<file path="config.mk">
export PLATFORM = sky130hd
export DESIGN_NAME = multiword_add_seq_flat
export DESIGN_NICKNAME = d
export VERILOG_FILES = /design/src/rtl/multiword_add_seq_if.sv /design/src/rtl/multiword_add_seq.sv /design/src/flat_wrapper.sv
export SDC_FILE = /design/constraint.sdc
export NUM_CORES = 1
export LEC_CHECK = 0
export CAP_MARGIN = 20
export CORE_UTILIZATION = 30
export CTS_CLUSTER_DIAMETER = 200
export DETAILED_ROUTE_END_ITERATION = 8
export SLEW_MARGIN = 5
export SYNTH_ARGS = -nofsm -noshare
export SYNTH_HDL_FRONTEND = slang
export SYNTH_SLANG_ARGS = --single-unit
</file>
<file path="constraint.sdc">
create_clock -name clk -period 1.83 [get_ports clk]
set_clock_uncertainty 0.15 [all_clocks]
set_input_delay 0.366 -clock clk [delete_from_list [all_inputs] [get_ports clk]]
set_output_delay 0.366 -clock clk [all_outputs]
set_load 0.05 [all_outputs]
</file>
<file path="src/rtl/multiword_add_seq_if.sv">
`default_nettype none
// ============================================================================
//  Module      : multiword_add_seq_if
//  Description : Operand, result and nibble-adder signals for the
//                multi-word add sequencer.
//                slave  = the sequencer
//                master = its environment (producer, consumer, 4-bit adder)
//  Revision    : 1.0  initial release
// ============================================================================
interface multiword_add_seq_if #(
    parameter int WIDTH = 16
);
    // Operand request
    logic             in_valid;
    logic             in_ready;
    logic [WIDTH-1:0] in_a;
    logic [WIDTH-1:0] in_b;
    logic             in_cin;

    // Nibble adder
    logic [3:0]       add_a;
    logic [3:0]       add_b;
    logic             add_cin;
    logic [3:0]       add_sum;
    logic             add_cout;

    // Result
    logic             out_valid;
    logic             out_ready;
    logic [WIDTH-1:0] out_sum;
    logic             out_cout;
    logic             busy;

    modport slave (
        input  in_valid, in_a, in_b, in_cin, add_sum, add_cout, out_ready,
        output in_ready, add_a, add_b, add_cin, out_valid, out_sum, out_cout, busy
    );

    modport master (
        output in_valid, in_a, in_b, in_cin, add_sum, add_cout, out_ready,
        input  in_ready, add_a, add_b, add_cin, out_valid, out_sum, out_cout, busy
    );
endinterface
`default_nettype wire

</file>
<file path="src/rtl/multiword_add_seq.sv">
`default_nettype none
// ============================================================================
//  Module      : multiword_add_seq
//  Description : WIDTH-bit adder built by stepping an external 4-bit
//                ripple-carry adder one nibble per cycle, LSB nibble first.
//                The carry between nibbles is held in a register.
//  Revision    : 1.0  initial release
// ============================================================================
module multiword_add_seq #(
    parameter int WIDTH = 16
) (
    input  wire                clk,
    input  wire                rst_n,
    multiword_add_seq_if.slave bus
);

    localparam int c_NIB  = WIDTH / 4;
    localparam int c_IDXW = (c_NIB > 1) ? $clog2(c_NIB) : 1;
    localparam logic [c_IDXW-1:0] c_IDX_LAST = c_IDXW'(c_NIB - 1);

    localparam logic [1:0] c_ST_IDLE = 2'd0;
    localparam logic [1:0] c_ST_RUN  = 2'd1;
    localparam logic [1:0] c_ST_DONE = 2'd2;

    logic [1:0]        r_state;
    logic [1:0]        w_state_nxt;
    logic [WIDTH-1:0]  r_a;
    logic [WIDTH-1:0]  r_b;
    logic [WIDTH-1:0]  r_res;
    logic              r_carry;
    logic              r_cout;
    logic [c_IDXW-1:0] r_idx;
    logic [c_IDXW+1:0] w_bit;
    logic              w_idle;
    logic              w_run;
    logic              w_last;
    logic              w_accept;

    // Bit offset of the nibble being processed this cycle
    assign w_bit    = {r_idx, 2'b00};
    assign w_idle   = (r_state == c_ST_IDLE);
    assign w_run    = (r_state == c_ST_RUN);
    assign w_last   = (r_idx == c_IDX_LAST);
    assign w_accept = w_idle & bus.in_valid;

    // Ready is masked by reset so nothing looks acceptable while held in reset
    assign bus.in_ready  = w_idle & rst_n;
    assign bus.busy      = ~w_idle;
    assign bus.out_valid = (r_state == c_ST_DONE);
    assign bus.out_sum   = r_res;
    assign bus.out_cout  = r_cout;

    // State register
    always_ff @(posedge clk) begin
        if (!rst_n) begin
            r_state <= c_ST_IDLE;
        end else begin
            r_state <= w_state_nxt;
        end
    end

    // Next state and nibble-adder drive; adder inputs idle at zero outside RUN
    always_comb begin
        w_state_nxt = r_state;
        bus.add_a   = 4'h0;
        bus.add_b   = 4'h0;
        bus.add_cin = 1'b0;
        case (r_state)
            c_ST_IDLE: begin
                if (bus.in_valid) begin
                    w_state_nxt = c_ST_RUN;
                end
            end
            c_ST_RUN: begin
                bus.add_a   = r_a[w_bit +: 4];
                bus.add_b   = r_b[w_bit +: 4];
                bus.add_cin = r_carry;
                if (w_last) begin
                    w_state_nxt = c_ST_DONE;
                end
            end
            c_ST_DONE: begin
                if (bus.out_ready) begin
                    w_state_nxt = c_ST_IDLE;
                end
            end
            default: begin
                w_state_nxt = c_ST_IDLE;
            end
        endcase
    end

    // Operand capture, per-nibble result write-back and carry chaining
    always_ff @(posedge clk) begin
        if (!rst_n) begin
            r_a     <= '0;
            r_b     <= '0;
            r_res   <= '0;
            r_carry <= 1'b0;
            r_cout  <= 1'b0;
            r_idx   <= '0;
        end else if (w_accept) begin
            r_a     <= bus.in_a;
            r_b     <= bus.in_b;
            r_carry <= bus.in_cin;
            r_idx   <= '0;
        end else if (w_run) begin
            r_res[w_bit +: 4] <= bus.add_sum;
            r_carry           <= bus.add_cout;
            if (w_last) begin
                r_cout <= bus.add_cout;
            end else begin
                r_idx <= r_idx + c_IDXW'(1);
            end
        end
    end

endmodule
`default_nettype wire

</file>
<file path="src/flat_wrapper.sv">
// flat-port wrapper written by rule: the top's interface ports become plain ports
module multiword_add_seq_flat 
#(
    parameter int WIDTH = 16
)
  (clk, rst_n, bus_in_valid, bus_in_a, bus_in_b, bus_in_cin, bus_add_sum, bus_add_cout, bus_out_ready, bus_in_ready, bus_add_a, bus_add_b, bus_add_cin, bus_out_valid, bus_out_sum, bus_out_cout, bus_busy);
  multiword_add_seq_if #(.WIDTH(WIDTH)) bus_i ();
  input  wire clk;
  input  wire rst_n;
  input wire logic [$bits(bus_i.in_valid)-1:0] bus_in_valid;
  input wire logic [$bits(bus_i.in_a)-1:0] bus_in_a;
  input wire logic [$bits(bus_i.in_b)-1:0] bus_in_b;
  input wire logic [$bits(bus_i.in_cin)-1:0] bus_in_cin;
  input wire logic [$bits(bus_i.add_sum)-1:0] bus_add_sum;
  input wire logic [$bits(bus_i.add_cout)-1:0] bus_add_cout;
  input wire logic [$bits(bus_i.out_ready)-1:0] bus_out_ready;
  output wire logic [$bits(bus_i.in_ready)-1:0] bus_in_ready;
  output wire logic [$bits(bus_i.add_a)-1:0] bus_add_a;
  output wire logic [$bits(bus_i.add_b)-1:0] bus_add_b;
  output wire logic [$bits(bus_i.add_cin)-1:0] bus_add_cin;
  output wire logic [$bits(bus_i.out_valid)-1:0] bus_out_valid;
  output wire logic [$bits(bus_i.out_sum)-1:0] bus_out_sum;
  output wire logic [$bits(bus_i.out_cout)-1:0] bus_out_cout;
  output wire logic [$bits(bus_i.busy)-1:0] bus_busy;
  assign bus_i.in_valid = bus_in_valid;
  assign bus_i.in_a = bus_in_a;
  assign bus_i.in_b = bus_in_b;
  assign bus_i.in_cin = bus_in_cin;
  assign bus_i.add_sum = bus_add_sum;
  assign bus_i.add_cout = bus_add_cout;
  assign bus_i.out_ready = bus_out_ready;
  assign bus_in_ready = bus_i.in_ready;
  assign bus_add_a = bus_i.add_a;
  assign bus_add_b = bus_i.add_b;
  assign bus_add_cin = bus_i.add_cin;
  assign bus_out_valid = bus_i.out_valid;
  assign bus_out_sum = bus_i.out_sum;
  assign bus_out_cout = bus_i.out_cout;
  assign bus_busy = bus_i.busy;
  multiword_add_seq #(.WIDTH(WIDTH)) u_core (.clk(clk), .rst_n(rst_n), .bus(bus_i));
endmodule
</file>
-- Word-level counts from Yosys, hierarchy flattened
Index checks and enable logic that the tools add are counted.
- word-level logic and storage cells: 42
- output and inout port bits: 29
- flip-flop bits (word level): 54
- reductions and logical operators: 7
- eq/ne operators: 6
- bitwise logic cells: 6
- add/subtract/negate cells: 2
- shifts and indexed selects: 4
- muxes and demuxes: 10
- operators with widths (kind ; count):
    $shiftx A16 B5 Y4 ; 2
    $bwmux W16 ; 1
    $shift A4 B6 Y16 const A ; 1
    $shiftx A4 B6 Y16 ; 1
    $mux W4 ; 2
    $mux W2 ; 3
    $ne A2 B2 Y1 const B ; 3
    $neg A4 Y6 ; 1
    $pmux W2 S3 ; 1
    $reduce_and A3 Y1 ; 2
    $eq A2 B2 Y1 const B ; 2
    $not A1 Y1 ; 4
    $reduce_and A2 Y1 ; 2
    $mux W1 ; 3
    $add A2 B1 Y2 const B ; 1
    $and A1 B1 Y1 ; 2
    $eq A2 B1 Y1 const B ; 1
    $logic_not A2 Y1 ; 1
    $reduce_bool A2 Y1 ; 1
    $reduce_or A2 Y1 ; 1

-- Logic depth before layout (Yosys ltp)
Gate-level depths: netlist of the first run.
- depth in word-level cells: 4
- depth in mapped cells: 7

-- Worst setup path after synthesis of the first run
Ideal clock, no wire load.
- path kind: register to output
- start: register u_core.r_state[1]
- end: output bus_in_ready
- data required time: 1314 ps
- path slack: -261 ps
- arrival: 1575 ps
- path buffers: 1
- cell stages (with the launch flop): 4
- cell sequence: dfxtp_1 > buf_2 > or2_2 > nor2_1
- cells in the longest elaborated chain, start to end: 2
- RTL lines (element ; RTL line ; RTL):
    start, declared ; multiword_add_seq.sv:25 ; logic [1:0] r_state;
    start signal, assigned ; multiword_add_seq.sv:56 ; r_state <= c_ST_IDLE;
    start signal, assigned ; multiword_add_seq.sv:58 ; r_state <= w_state_nxt;
    $logic_not A2 Y1 ; multiword_add_seq.sv:41 ; assign w_idle = (r_state == c_ST_IDLE);
    $and A1 B1 Y1 ; multiword_add_seq.sv:47 ; assign bus.in_ready = w_idle & rst_n;
    end, declared ; flat_wrapper.sv:17 ; output wire logic [$bits(bus_i.in_ready)-1:0] bus_in_ready;
No other way between the ends.

-- Final worst setup path of the first run
- start: register u_core.r_idx[1]
- end: output bus_add_a[3]
- cells in the longest elaborated chain, start to end: 2
- RTL lines (element ; RTL line ; RTL):
    start, declared ; multiword_add_seq.sv:32 ; logic [c_IDXW-1:0] r_idx;
    start signal, assigned ; multiword_add_seq.sv:113 ; r_idx <= r_idx + c_IDXW'(1);
    $shiftx A16 B5 Y4 ; multiword_add_seq.sv:75 ; bus.add_a = r_a[w_bit +: 4];
    $mux W4 ; multiword_add_seq.sv:68 ; case (r_state)
    end, declared ; flat_wrapper.sv:18 ; output wire logic [$bits(bus_i.add_a)-1:0] bus_add_a;
No other way between the ends.

==> impl_metrics.yaml, run 1 <==
sta:
  tns_ps: -2120
  maxSlewHeadroom_pct: 73.1
  rsz0062_at_grt: "yes"
  post-route-min-period_ps: 2110
  timing.final.crit_share_pct: 115
  max_freq_ghz: 0.474
  hold_viol: 0
  setup_slack_ps: -281
  worst_pin_slew_ps: 403
  setup_viol_count_final: 8
  holdWs_ps: 306
  maxSlewViolCount: 0
logic_synthesis:
  syn-num-nets: 310
  ys_ff_latch: 54
  synth_compound_area_share_pct: 14.0
  synth.yosys.seq_area_share_pct: 45.7
  synth_xor_area_share_pct: 0.370
  synth_top_family_by_area: "simple AND/OR/NAND/NOR gates"
  synth_simple_gate_area_share_pct: 22.5
  syn_area_per_cell_um2: 9.03
  yosysWarnings: 0
  synth_adder_area_share_pct: 3.17
  synth.distinct_cells: 34
  syn_inst: 262
  synth_mux_area_share_pct: 7.62
  synth_area_um2: 2370
clock_network:
  clockBufferDepth: 2
  clock_latency_ps: 310
  cts_tree: "yes"
  cts.sinks: 54
  cts-root-buf: "clkbuf_8"
  h-tree-depth: 2
  clk_pin_slew_ps: 90
  cts_buffers: 5
worst_setup_path:
  worstSetupPathType: "reg -> out"
  worst_ep_arrival_time_ps: 1590
  reg2reg_slack_ps: 50
  critPathMaxFanout: 6
  critPathBufInv: 2
  endpoint_kind: "output pin"
  worst_ep_required_time_ps: 1310
  critPathTopFamily: "multiplexers"
  slowest_delay_ps: 500
  crit_slowest_cell: "mux4_2"
  cp-start-kind: "register"
  crit_chain: "buf_12 -> mux4_2 -> and2_4 -> buf_8"
global_routing:
  gr-usage-met2_pct: 23.7
  grt_max_degree: 25
  antenna_found_initial: 0
  grt_use_total_pct: 14.6
  grt_pass1_vias: 2022
  gr-usage-met3_pct: 3.54
  grt_pass1_wl_um: 9590
  grt_overflow: 0
  top_usage_layer: "met2"
  use_met1_pct: 19.4
route:
  num_vias: 2051
  drtIter0Drc: 76
  antenna_left: 0
  drc: 0
  vias_per_cell: 4.64
  finalWirelength_um: 5670
  wire_per_inst_um: 12.8
  drt_pre_antenna_iters: 4
finish:
  final_common_cell: "nand2_1"
  final-seq-area_um2: 1090
  syn_to_final_growth_pct: 46.7
  diodes: 0
  multi_input_area_um2: 1200
  layout-drive-gt1-share_pct: 26.2
  nets: 388
  fin_util_pct: 45.2
  final_cell_mix: "nand2_1 (82), dfxtp_1 (50), clkdlybuf4s50_1 (41)"
  fillers: 753
power_and_ir_drop:
  peakVddDrop_mv: 0.384
  power.density_nw_per_um2: 732
  leakagePower_nw: 1.36
  p_total_mw: 2.54
placement:
  gp_congestion: 0.750
  preCtsSetupSlack_ps: -106
  hpwl_um: 4160
  port_buffers: 70
floorplanning:
  ios: 71
  die_h_um: 90.8
  start_util_pct: 30.8
  die_width_um: 90.8
  dieArea_um2: 8250
  num_rows: 32
  core_um2: 7690
outcome:
  violations: "negative setup slack"
  status: "complete, but fails checks"
worst_hold_path:
  hp-class: "reg -> reg"
job:
  cap_violations: 0
==> kinds of logic (layout without fill, tap and decap cells) <==
logic type                 count (synthesis)  in the layout
and+or+nand+nor                          114            114
AOI/OAI and AO/OA                         57             57
DFF                                       54             54
buffers and inverters                     22            100
muxes                                      8              8
adders and majority gates                  6              6
xor gates and xnor gates                   1              1
==> worst register-to-register path, stage by stage, from the launching register on <==
cell	delay, ps
dfxtp_4	380
buf_8	150
inv_1	100
ha_1	220
or2_2	350
nor3_4	210
a22o_1	180
==> routing by layer <==
| metal | wire length, µm | share of wire [%] | vias up |
|---|---|---|---|
| met2 | 2700 | 48 | 55 |
| li1 | - | - | 1042 |
| met1 | 2550 | 45 | 950 |
| met4 | 51 | 0.90 | 0 |
| met5 | 0 | 0 | - |
| met3 | 355 | 6.3 | 4 |
==> final cells by class <==
class / count / area share [%]
multi-input combinational: 186 / 34.7
sequential: 54 / 31.4
timing repair buffer: 90 / 26.7
tap: 102 / 3.68
clock buffer: 6 / 2.38
clock inverter: 1 / 0.865
inverter: 3 / 0.324
==> synth_stat cells <==
cell	number	area (µm²)
and3b_1	2	17.5
or2_2	2	12.5
clkbuf_1	2	7.51
nor4b_1	1	8.76
buf_6	8	90.1
buf_4	2	15.0
mux4_2	8	180
buf_2	5	25.0
xnor2_1	1	8.76
o21ai_0	2	10.0
nand3_1	2	10.0
nor3b_1	1	7.51
nor2b_1	1	6.26
buf_1	1	3.75
o22ai_1	8	50.1
a22o_1	8	70.1
nor2b_2	1	8.76
dfxtp_1	54	1080
clkbuf_2	1	5.00
nand2_1	82	308
nor2_1	4	15.0
nor3_2	2	20.0
nor3b_4	1	18.8
a21oi_1	37	185
or3b_1	1	8.76
ha_1	6	75.1
and2_1	9	56.3
a2111oi_0	1	8.76
nand4_1	1	6.26
nand2b_1	2	12.5
nand3b_1	1	7.51
a31oi_1	1	6.26
inv_1	3	11.3
nand4b_1	1	8.76
==> state kept, by name (all words and copies together) (netlist names) <==
| name | cells |
|---|---|
| u_core.bus.out_cout | 1 |
| u_core.bus.out_sum | 16 |
| u_core.r_a | 16 |
| u_core.r_b | 16 |
| u_core.r_carry | 1 |
| u_core.r_idx | 2 |
| u_core.r_state | 2 |
==> power by group <==
part	total, mW	internal [mW]	switching (mW)
Sequential	1.25	1.23	0.0267
Clock	0.815	0.438	0.377
Combinational	0.475	0.243	0.232
Total	2.54	1.91	0.636
==> worst paths after layout <==
check / depth (start not counted) / endpoint / startpoint
worst max-delay path: 4 / bus_add_a[3] / u_core.r_idx[1]
worst max register to register: 6 / u_core.bus.out_sum[5] / u_core.r_idx[0]
worst min-delay path: 2 / u_core.r_b[10] / u_core.r_b[10]
worst min register to register: 2 / u_core.r_b[10] / u_core.r_b[10]
==> repair_timing <==
item	4_1_cts	5_1_grt
buffers inserted	3	0
hold buffers	0	0
gates resized for setup	23	17
setup endpoints to repair	24	27
pin swaps	1	10
gates cloned	0	0
==> stage by stage <==
stage / cells / instance area, µm²
6_report: 442 / 3470
5_1_grt: 442 / 3470
4_1_cts: 442 / 3410
3_5_place_dp: 432 / 3200
3_3_place_gp: 432 / 3200
2_1_floorplan: 262 / 2390
Power figures use the tool's default switching activity.
==> run 2: changes to the inputs <==
==> constraint.sdc (replaced) <==
create_clock -name clk -period 2.42 [get_ports clk]
set_clock_uncertainty 0.15 [all_clocks]
set_input_delay 0.484 -clock clk [delete_from_list [all_inputs] [get_ports clk]]
set_output_delay 0.484 -clock clk [all_outputs]
set_load 0.05 [all_outputs]
==> impl_metrics.yaml, run 2 (same netlist as run 1, synthesis figures left out) <==
outcome:
  status: "finished clean"
global_routing:
  grt_use_total_pct: 14.0
  grt_pass1_vias: 1957
  use_met1_pct: 17.7
  antenna_found_initial: 0
  grt_pass1_wl_um: 9230
  grt_overflow: 0
  top_usage_layer: "met2"
  gr-usage-met3_pct: 3.70
  gr-usage-met2_pct: 23.4
  grt_max_degree: 38
sta:
  post-route-min-period_ps: 2330
  setup_viol_count_final: 0
  maxSlewViolCount: 0
  rsz0062_at_grt: "no"
  hold_viol: 0
  tns_ps: 0
  setup_slack_ps: 94.8
  max_freq_ghz: 0.430
  worst_pin_slew_ps: 503
  maxSlewHeadroom_pct: 66.4
  timing.final.crit_share_pct: 96.1
placement:
  gp_congestion: 0.762
  preCtsSetupSlack_ps: 266
  hpwl_um: 4150
  place_inst: 425
  port_buffers: 70
route:
  num_vias: 2007
  finalWirelength_um: 5570
  drt_pre_antenna_iters: 4
  wire_per_inst_um: 12.9
  vias_per_cell: 4.64
  drtIter0Drc: 56
  drc: 0
  antenna_left: 0
floorplanning:
  core_um2: 7690
  start_util_pct: 30.8
  die_h_um: 90.8
  num_rows: 32
  dieArea_um2: 8250
  die_width_um: 90.8
  ios: 71
clock_network:
  cts_buffers: 5
  post_cts_resized: 1
  ctsHoldBuffers: 0
  clockBufferDepth: 2
  cts_tree: "yes"
  h-tree-depth: 2
  cts.sinks: 54
  clk_pin_slew_ps: 90
  clock_latency_ps: 310
  post_cts_buffers: 0
  cts-root-buf: "clkbuf_8"
worst_setup_path:
  cp-start-kind: "register"
  worstSetupPathType: "reg -> out"
  critPathMaxFanout: 11
  worst_ep_required_time_ps: 1790
  regToRegStartpoint: "u_core.r_idx[1]"
  critPathLaunch: "u_core.r_idx[0]"
  rr_endpoint: "u_core.bus.out_sum[11]"
  endpoint: "bus_add_b[0]"
  worst_ep_arrival_time_ps: 1690
  endpoint_kind: "output pin"
  reg2reg_slack_ps: 460
  reg2reg_depth: 6
worst_hold_path:
  hp-class: "reg -> reg"
  min_delay_path_depth: 2
power_and_ir_drop:
  leakagePower_nw: 1.19
  power.density_nw_per_um2: 553
  peakVddDrop_mv: 0.224
finish:
  nets: 378
  layout-drive-gt1-share_pct: 13.6
  final_cell_count_no_fill: 433
  syn_to_final_growth_pct: 36.0
  fin_util_pct: 41.9
  diodes: 0
  final_cell_mix: "nand2_1 (82), clkdlybuf4s50_1 (58), dfxtp_1 (53)"
  final_common_cell: "nand2_1"
job:
  cap_violations: 0
run 2: cell type report:
type	count	area (µm²)
fillers	815	4470
multi-input cells	186	1130
flip-flops and latches	54	1080
repair buffers	80	774
well taps	102	128
clock buffers	6	82.6
clock inverters	2	12.5
inverters	3	11.3
run 2: critical path, stage by stage (launching register included):
cell and delay (ps):
dfxtp_1 350, buf_6 170, mux4_2 510, and2_1 170
buf_4 180
run 2: how the worst min path moves through the flow:
stage,endpoint,slack [ps],from
floorplan,u_core.r_a[4],280,u_core.r_a[4]
global placement,u_core.r_b[7],290,u_core.r_b[7]
detailed placement,u_core.r_b[12],300,u_core.r_b[12]
CTS,u_core.r_b[12],310,u_core.r_b[12]
global route,u_core.r_b[11],340,u_core.r_b[11]
finish,u_core.r_a[8],310,u_core.r_a[8]
run 2: routing by layer:
layer	part of all wire, %	vias up	wire [µm]
met4	1.2	0	67
met3	5.5	8	305
met2	46	56	2570
met1	47	921	2640
li1	-	1022	-
met5	0	-	0
run 2: report_power, final:
part	switching, mW	internal (mW)	total [mW]
clock	0.288	0.230	0.519
combinational	0.164	0.151	0.315
sequential	0.0193	0.928	0.947
total	0.471	1.31	1.78
run 2: metrics by stage:
stage	area [µm²]	power (mW)	hold WS (ps)
after floorplan	2370	1.16	283
after global placement	3120	1.28	290
after detailed placement	3120	1.29	297
after CTS	3210	1.80	310
after global routing	3220	1.86	336
final	3220	1.78	308
